<file path="src/rtl/demux_sched.sv">
// -----------------------------------------------------------------------------
// demux_sched
//
// Sequencing controller for a 1-to-N demultiplexer. One word at a time is
// captured from a valid/ready producer, held on a shared output bus, and
// offered to exactly one of N_OUT valid/ready consumers. The destination is
// either addressed (in_sel) or taken from an internal round-robin pointer.
// A held word that is not accepted within TIMEOUT cycles is dropped and
// counted (TIMEOUT = 0 disables dropping).
//
// Ports:
//   clk        rising-edge clock
//   rst_n      asynchronous active-low reset
//   mode       0 = addressed by in_sel, 1 = round-robin (sampled at capture)
//   in_valid   producer has a word
//   in_ready   controller can capture a word
//   in_data    input word
//   in_sel     destination index when mode = 0
//   out_valid  one-hot valid, bit i = channel i
//   out_ready  per-channel ready
//   out_data   shared output bus (held word)
//   drop_pulse one-cycle pulse per dropped word
//   drop_cnt   saturating count of dropped words
//   busy       high while a word is held
// -----------------------------------------------------------------------------
module demux_sched #(
    parameter int DATA_W  = 8,
    parameter int N_OUT   = 4,
    parameter int SEL_W   = 2,
    parameter int TIMEOUT = 15
) (
    input  logic              clk,
    input  logic              rst_n,
    input  logic              mode,
    input  logic              in_valid,
    output logic              in_ready,
    input  logic [DATA_W-1:0] in_data,
    input  logic [SEL_W-1:0]  in_sel,
    output logic [N_OUT-1:0]  out_valid,
    input  logic [N_OUT-1:0]  out_ready,
    output logic [DATA_W-1:0] out_data,
    output logic              drop_pulse,
    output logic [7:0]        drop_cnt,
    output logic              busy
);

    // Wait counter only has to reach TIMEOUT-1.
    localparam int WAIT_W = (TIMEOUT > 2) ? $clog2(TIMEOUT) : 1;

    typedef enum logic {IDLE = 1'b0, HOLD = 1'b1} state_t;

    state_t              state_q;
    logic                init_done_q;
    logic [SEL_W-1:0]    rr_ptr_q;
    logic [SEL_W-1:0]    dest_q;
    logic                held_rr_q;
    logic [DATA_W-1:0]   data_q;
    logic [WAIT_W-1:0]   wait_cnt_q;
    logic                drop_pulse_q;
    logic [7:0]          drop_cnt_q;

    logic [SEL_W-1:0]    rr_ptr_d;
    logic [7:0]          drop_cnt_d;
    logic                sel_ok;
    logic                xfer;
    logic                timeout_hit;

    // Destination decode: only the held destination is ever offered.
    for (genvar gi = 0; gi < N_OUT; gi++) begin : g_onehot
        assign out_valid[gi] = (state_q == HOLD) && (dest_q == SEL_W'(gi));
    end

    // out_valid is one-hot on dest, so masking with it ignores the ready
    // bits of every non-selected channel.
    assign xfer     = |(out_valid & out_ready);
    assign sel_ok   = ({1'b0, in_sel} < (SEL_W + 1)'(N_OUT));
    assign rr_ptr_d = (rr_ptr_q == SEL_W'(N_OUT - 1)) ? '0 : rr_ptr_q + 1'b1;
    assign drop_cnt_d = (drop_cnt_q == 8'hFF) ? drop_cnt_q : drop_cnt_q + 8'd1;

    if (TIMEOUT == 0) begin : g_no_timeout
        assign timeout_hit = 1'b0;
    end else begin : g_timeout
        assign timeout_hit = (wait_cnt_q == WAIT_W'(TIMEOUT - 1));
    end

    assign in_ready   = (state_q == IDLE) && init_done_q;
    assign busy       = (state_q == HOLD);
    assign out_data   = data_q;
    assign drop_pulse = drop_pulse_q;
    assign drop_cnt   = drop_cnt_q;

    always_ff @(posedge clk or negedge rst_n) begin
        if (!rst_n) begin
            state_q      <= IDLE;
            init_done_q  <= 1'b0;
            rr_ptr_q     <= '0;
            dest_q       <= '0;
            held_rr_q    <= 1'b0;
            data_q       <= '0;
            wait_cnt_q   <= '0;
            drop_pulse_q <= 1'b0;
            drop_cnt_q   <= 8'd0;
        end else begin
            init_done_q  <= 1'b1;
            drop_pulse_q <= 1'b0;
            case (state_q)
                IDLE: begin
                    if (in_valid && in_ready) begin
                        if (!mode && !sel_ok) begin
                            // Unreachable address: consume and drop at once.
                            drop_pulse_q <= 1'b1;
                            drop_cnt_q   <= drop_cnt_d;
                        end else begin
                            data_q     <= in_data;
                            dest_q     <= mode ? rr_ptr_q : in_sel;
                            held_rr_q  <= mode;
                            wait_cnt_q <= '0;
                            state_q    <= HOLD;
                        end
                    end
                end
                HOLD: begin
                    if (xfer) begin
                        // Transfer wins over a coincident timeout.
                        state_q <= IDLE;
                        if (held_rr_q) rr_ptr_q <= rr_ptr_d;
                    end else if (timeout_hit) begin
                        state_q      <= IDLE;
                        drop_pulse_q <= 1'b1;
                        drop_cnt_q   <= drop_cnt_d;
                        if (held_rr_q) rr_ptr_q <= rr_ptr_d;
                    end else begin
                        wait_cnt_q <= wait_cnt_q + 1'b1;
                    end
                end
                default: state_q <= IDLE;
            endcase
        end
    end

endmodule

</file>
<file path="config.mk">
export PLATFORM = sky130hd
export DESIGN_NAME = demux_sched
export DESIGN_NICKNAME = d
export VERILOG_FILES = /design/src/rtl/demux_sched.sv
export SDC_FILE = /design/constraint.sdc
export NUM_CORES = 1
export LEC_CHECK = 0
export CORE_MARGIN = 2
export CORE_UTILIZATION = 30
export CTS_BUF_LIST = sky130_fd_sc_hd__clkbuf_8
export DETAILED_ROUTE_END_ITERATION = 16
export PLACE_DENSITY_LB_ADDON = 0.2
export SETUP_SLACK_MARGIN = 0.15
export SYNTH_ARGS = -nofsm -noshare
export SYNTH_HDL_FRONTEND = slang
export SYNTH_SLANG_ARGS = --single-unit
</file>
<file path="constraint.sdc">
create_clock -name clk -period 2.2 [get_ports clk]
set_input_delay 0.55 -clock clk [delete_from_list [all_inputs] [get_ports clk]]
set_output_delay 0.55 -clock clk [all_outputs]
set_load 0.03 [all_outputs]
</file>
==> results.toml, run 1 <==
[floorplan]
die_w_um = 71.49
die-area_um2 = 5110
core_um2 = 4384
initial_utilization = 0.3116
core.rowCount = 24
die_h_um = 71.49
ios = 41

[placement]
dp_cells = 208
dpl-instance-area_um2 = 1842
hpwl_mm = 2.157
place_congestion = 0.7886
portBuffers = 40

[sta]
min_period_ps = 1988
hold_violations = 0
fin_setup_tns_ps = 0
timing.final.crit_share = 0.9035
rsz0062_at_grt = "yes"
fmax_mhz = 503.1
setup_violations = 0
skew_ps = 3.549
drv_slew = 0

[power]
powerDensity_nw_per_um2 = 1036
p_clk_frac = 0.161
seq_power_share = 0.410
p_leak_nw = 0.8404
finalPower_mw = 1.966
p_sw_frac = 0.3765
switchingPower_uw = 740.1
p_int_mw = 1.226
max-vdd-ir-drop_mv = 0.4922
comb_power_share = 0.429

[global_route]
grt_pass1_wl_mm = 4.843
grt_overflow = 0
grtUsageTotal = 0.1174
grt_max_degree = 29
grt_pass1_vias = 1080
antenna_found_initial = 0

[worst_setup_path]
path_class = "register to primary output"
cp.arrival_ps = 1440
cp.required_ps = 1650
cp-startpoint = "busy"
critPathMaxFanout = 9
cp_top_family = "buffers and inverters"
rr_startpoint = "dest_q[0]"
cp-start-kind = "register"
crit_path_top_delay_cell = "clkdlybuf4s50_1"
worst_setup_path_end_kind = "primary output"
cp.buffers_inverters = 1
crit_chain = "clkdlybuf4s50_1"
critPathMaxStageDelay_ps = 700

[final_layout]
finish.utilization = 0.4326
drive_gt1_frac = 0.1750
final_cells = 212
syn2layout_area_growth_pct = 38.83
multi_input_area_um2 = 626.9
final_nets = 183
stdcell_area_um2 = 1897
regArea_um2 = 703.2
diodes = 0
nFillCells = 420

[clock_tree]
clkLatencyLatePin_ps = 270
cts_max_level = 1
clockBufferDepth = 2
tritoncts = "done"
cts-root-buf = "clkbuf_8"
clk_pin_slew_ps = 90
cts_setup_buffers = 0
cts.sinks = 28
numCtsBuffers = 3

[route]
vias = 1036
drtPass1Iterations = 4
wl_mm = 2.768
drc = 0
post_drt_via_cell_ratio = 4.887
drt_iter0_markers = 55
antenna_left = 0
wl_per_cell_um = 13.06

[synth]
yosysSeqAreaShare = 0.5128
ys_ff_latch = 28
synthesis.instances = 114
synth_ff_type = "dfrtp_1"
yosysMostFrequentCell = "dfrtp_1"
synth_top_area_frac = 0.5128
syn_area_um2 = 1366
yosys-top-cells-count = "28 x dfrtp_1, 9 x mux2_2, 8 x nand2_1, 8 x nor2_1"
synth.area.top_cells = "dfrtp_1 51%, mux2_2 7.4%, ha_1 3.7%, xor2_1 3.2%, mux2i_1 2.2%"
yosysWarnings = 0
ys_types = 33
synth_edf_count = 0
yosys.area.top_type = "dfrtp_1"
synthArstFlopShare = 1.000
avgSynthCellArea_um2 = 11.99
synth_nets = 136

[hold_path]
hp-class = "register to register"
min-delay-start = "out_data[4]"

[job]
cap_violations = 0

[status]
status = "completed"
[cells by family (layout without fill, tap and decap cells)]
group,after synthesis,in the layout,synth area share
and+or+nand+nor,36,36,0.1484
AOI/OAI and AO/OA,17,17,0.08792
DFF,28,28,0.5128
adders and majority gates,4,4,0.03663
muxes,17,17,0.1511
other,1,1,0.002745
xor gates and xnor gates,5,5,0.03205
buffers and inverters,6,52,0.02838
[cell type report]
| class | instances | share of cell area |
|---|---|---|
| multi-input combinational | 80 | 0.3305 |
| clock buffer | 4 | 0.02902 |
| inverter | 3 | 0.005937 |
| timing repair buffer | 45 | 0.2296 |
| tap | 52 | 0.03430 |
| sequential | 28 | 0.3707 |
[sequential cells by signal (all words and copies together) (netlist names)]
register     cells
dest_q           2
busy             1
out_data         8
drop_pulse       1
init_done_q      1
rr_ptr_q         2
wait_cnt_q       4
drop_cnt         8
held_rr_q        1
[final timing paths]
path	to	slack, ps	cells after the start
min in group asynchronous	drop_pulse	650	2
max in group asynchronous	dest_q[0]	1260	2
min reg2reg	out_data[4]	510	1
max reg2reg	drop_cnt[4]	490	5
min	out_data[4]	510	1
max	busy	210	1
[layer usage]
layer  routed length [µm]  global-route usage  vias up  part of all wire
li1                     -                   -      498                 -
met1                 1218              0.1471      498              0.44
met2                 1321              0.1924       34              0.48
met3                  178             0.03376        6             0.064
met4                   49             0.04403        0             0.018
met5                    0                   0        -                 0
[placed cells by master (no fill, tap or decap), drive strengths merged, types with 5 or more instances in the layout]
cell type      synthesis  layout
buf                    3       5
clkbuf                 0       5
clkdlybuf4s50          0      33
dfrtp                 28      28
mux2                  13      13
nand2                  8       8
nand3                  5       5
nor2                   8       8
xor2                   5       5
[power groups by stage]
stage / clock network, mW / logic [mW] / registers (mW)
floorplan: 0 / 0.416 / 0.934
global placement: 0 / 0.854 / 0.803
detailed placement: 0 / 0.870 / 0.812
CTS: 0.325 / 0.857 / 0.804
global route: 0.353 / 0.907 / 0.835
finish: 0.316 / 0.843 / 0.807
[worst reg2reg max path, stage by stage, from the launching register on]
cell and delay (ps):
dfrtp_2 480, mux2_4 320, o22a_1 240, buf_4 190, nor4_4 260, xor2_1 160
[metrics by stage]
step                      setup slack [ps]  hold slack, ps
after floorplan                      291.0           254.4
after CTS                            192.7           514.4
after global routing                 149.5           539.1
after global placement               42.90           487.5
after detailed placement             20.54           492.5
final                                212.2           510.4
[what timing repair did]
action,CTS,global route
hold endpoints to repair,0,0
cloned,0,0
gates resized for setup,6,7
hold buffers,0,0
endpoints found under the setup margin,6,5
Note: power is estimated with default switching activity, not from simulation.
==> run 2: changes to the inputs <==
- ABC_CLOCK_PERIOD_IN_PS: default -> 2200
==> results of run 2 <==
No change in the layout: final DEF, timing and power equal those of run 1.
==> run 3: changes to the inputs <==
- MAX_ROUTING_LAYER: default -> met4
- PLACE_DENSITY_LB_ADDON: 0.2 -> default
==> results.toml, run 3 (synthesis results as in run 1) <==
[final_layout]
final_nets = 184
finish.utilization = 0.4369
multi_input_area_um2 = 626.9
final_cell_mix = "32 x clkdlybuf4s50_1, 28 x dfrtp_1, 9 x mux2_2"
regArea_um2 = 700.7
nFillCells = 420
drive_gt1_frac = 0.1677
syn2layout_area_growth_pct = 40.20
stdcell_area_um2 = 1916
final_common_cell = "clkdlybuf4s50_1"
diodes = 0
final_cells = 213

[route]
drc = 0
vias = 1041
antenna_left = 0
drtPass1Iterations = 4
post_drt_via_cell_ratio = 4.887
wl_mm = 2.965
drt_iter0_markers = 18
wl_per_cell_um = 13.92

[worst_setup_path]
worst_setup_path_end_kind = "primary output"
crit_path_top_delay_cell = "dfrtp_1"
rr_startpoint = "dest_q[0]"
critPathMaxFanout = 7
cp.required_ps = 1650
path_depth = 3
crit_end = "out_valid[3]"
cp.arrival_ps = 1410
cp_top_family = "flip-flops"
r2r_end = "drop_cnt[4]"
cp-start-kind = "register"
crit_chain = "inv_1 > nor2_1 > clkdlybuf4s15_1"
rrSetupSlack_ps = 430
critPathMaxStageDelay_ps = 520
reg2regPathDepth = 5
cp.buffers_inverters = 2
path_class = "register to primary output"
cp-startpoint = "dest_q[0]"

[sta]
min_period_ps = 1956
setup_violations = 0
fin_ws_ps = 243.5
hold_violations = 0
timing.final.crit_share = 0.8893
rsz0062_at_grt = "no"
fmax_mhz = 511.1
drv_slew = 0
fin_setup_tns_ps = 0
skew_ps = 7.186

[floorplan]
initial_utilization = 0.3116
ios = 41
core_um2 = 4384
die-area_um2 = 5110
die_h_um = 71.49
die_w_um = 71.49
core.rowCount = 24

[clock_tree]
clk_pin_slew_ps = 100
cts_max_level = 1
clkLatencyLatePin_ps = 280
cts-root-buf = "clkbuf_8"
cts.sinks = 28
numCtsBuffers = 3
hold_buffers = 0
tritoncts = "done"
clockBufferDepth = 2

[global_route]
grt_pass1_vias = 1091
grtUsageTotal = 0.1249
antenna_found_initial = 0
grt_overflow = 0
grt_pass1_wl_mm = 4.933
grt_max_degree = 29

[power]
comb_power_share = 0.420
p_clk_frac = 0.196
max-vdd-ir-drop_mv = 0.6955
seq_power_share = 0.384
p_leak_nw = 0.8606
powerDensity_nw_per_um2 = 1081
switchingPower_uw = 758.8
p_int_mw = 1.312
p_sw_frac = 0.3665

[placement]
dpl-instance-area_um2 = 1849
post-place-ws_ps = 25.20
hpwl_mm = 2.243
portBuffers = 40
place_congestion = 0.7285
dp_cells = 209

[status]
status = "completed"

[hold_path]
hp-class = "register to register"

[job]
cap_violations = 0
run 3: worst min path at each step:
stage                            from          end  slack (ps)  cells past startpoint
after floorplan                 rst_n         busy         250                      0
after global placement    out_data[3]  out_data[3]         490                      1
after detailed placement  out_data[7]  out_data[7]         500                      1
after CTS                 out_data[1]  out_data[1]         520                      1
after global routing      out_data[1]  out_data[1]         550                      1
final                     out_data[1]  out_data[1]         520                      1
run 3: routing by layer:
metal / track usage / wire, µm
met4: 0.01258 / 11
met3: 0.04501 / 224
met2: 0.2130 / 1472
met5: - / 0
met1: 0.1472 / 1256
run 3: what timing repair did:
item                       4_1_cts  5_1_grt
setup buffers                    0        0
resized for setup                6        5
setup endpoints to repair        6        4
run 3: power by group through the flow:
stage               Sequential, mW  Combinational (mW)  Clock [mW]
floorplan                    0.934               0.416           0
global placement             0.794               0.876           0
detailed placement           0.804               0.898           0
CTS                          0.798               0.881       0.421
global route                 0.820               0.935       0.439
finish                       0.796               0.870       0.405
run 3: layout make-up:
class	count	share of cell area
clock inverters	1	0.01568
repair buffers	46	0.2299
well taps	52	0.03396
inverters	3	0.005879
multi-input cells	80	0.3272
flip-flops and latches	28	0.3658
clock buffers	3	0.02155
run 3: per-stage QoR:
stage / total power, mW / hold slack, ps
after global placement: 1.670 / 490.0
after floorplan: 1.350 / 254.4
after detailed placement: 1.702 / 497.5
after global routing: 2.194 / 546.8
final: 2.070 / 519.8
after CTS: 2.101 / 524.7
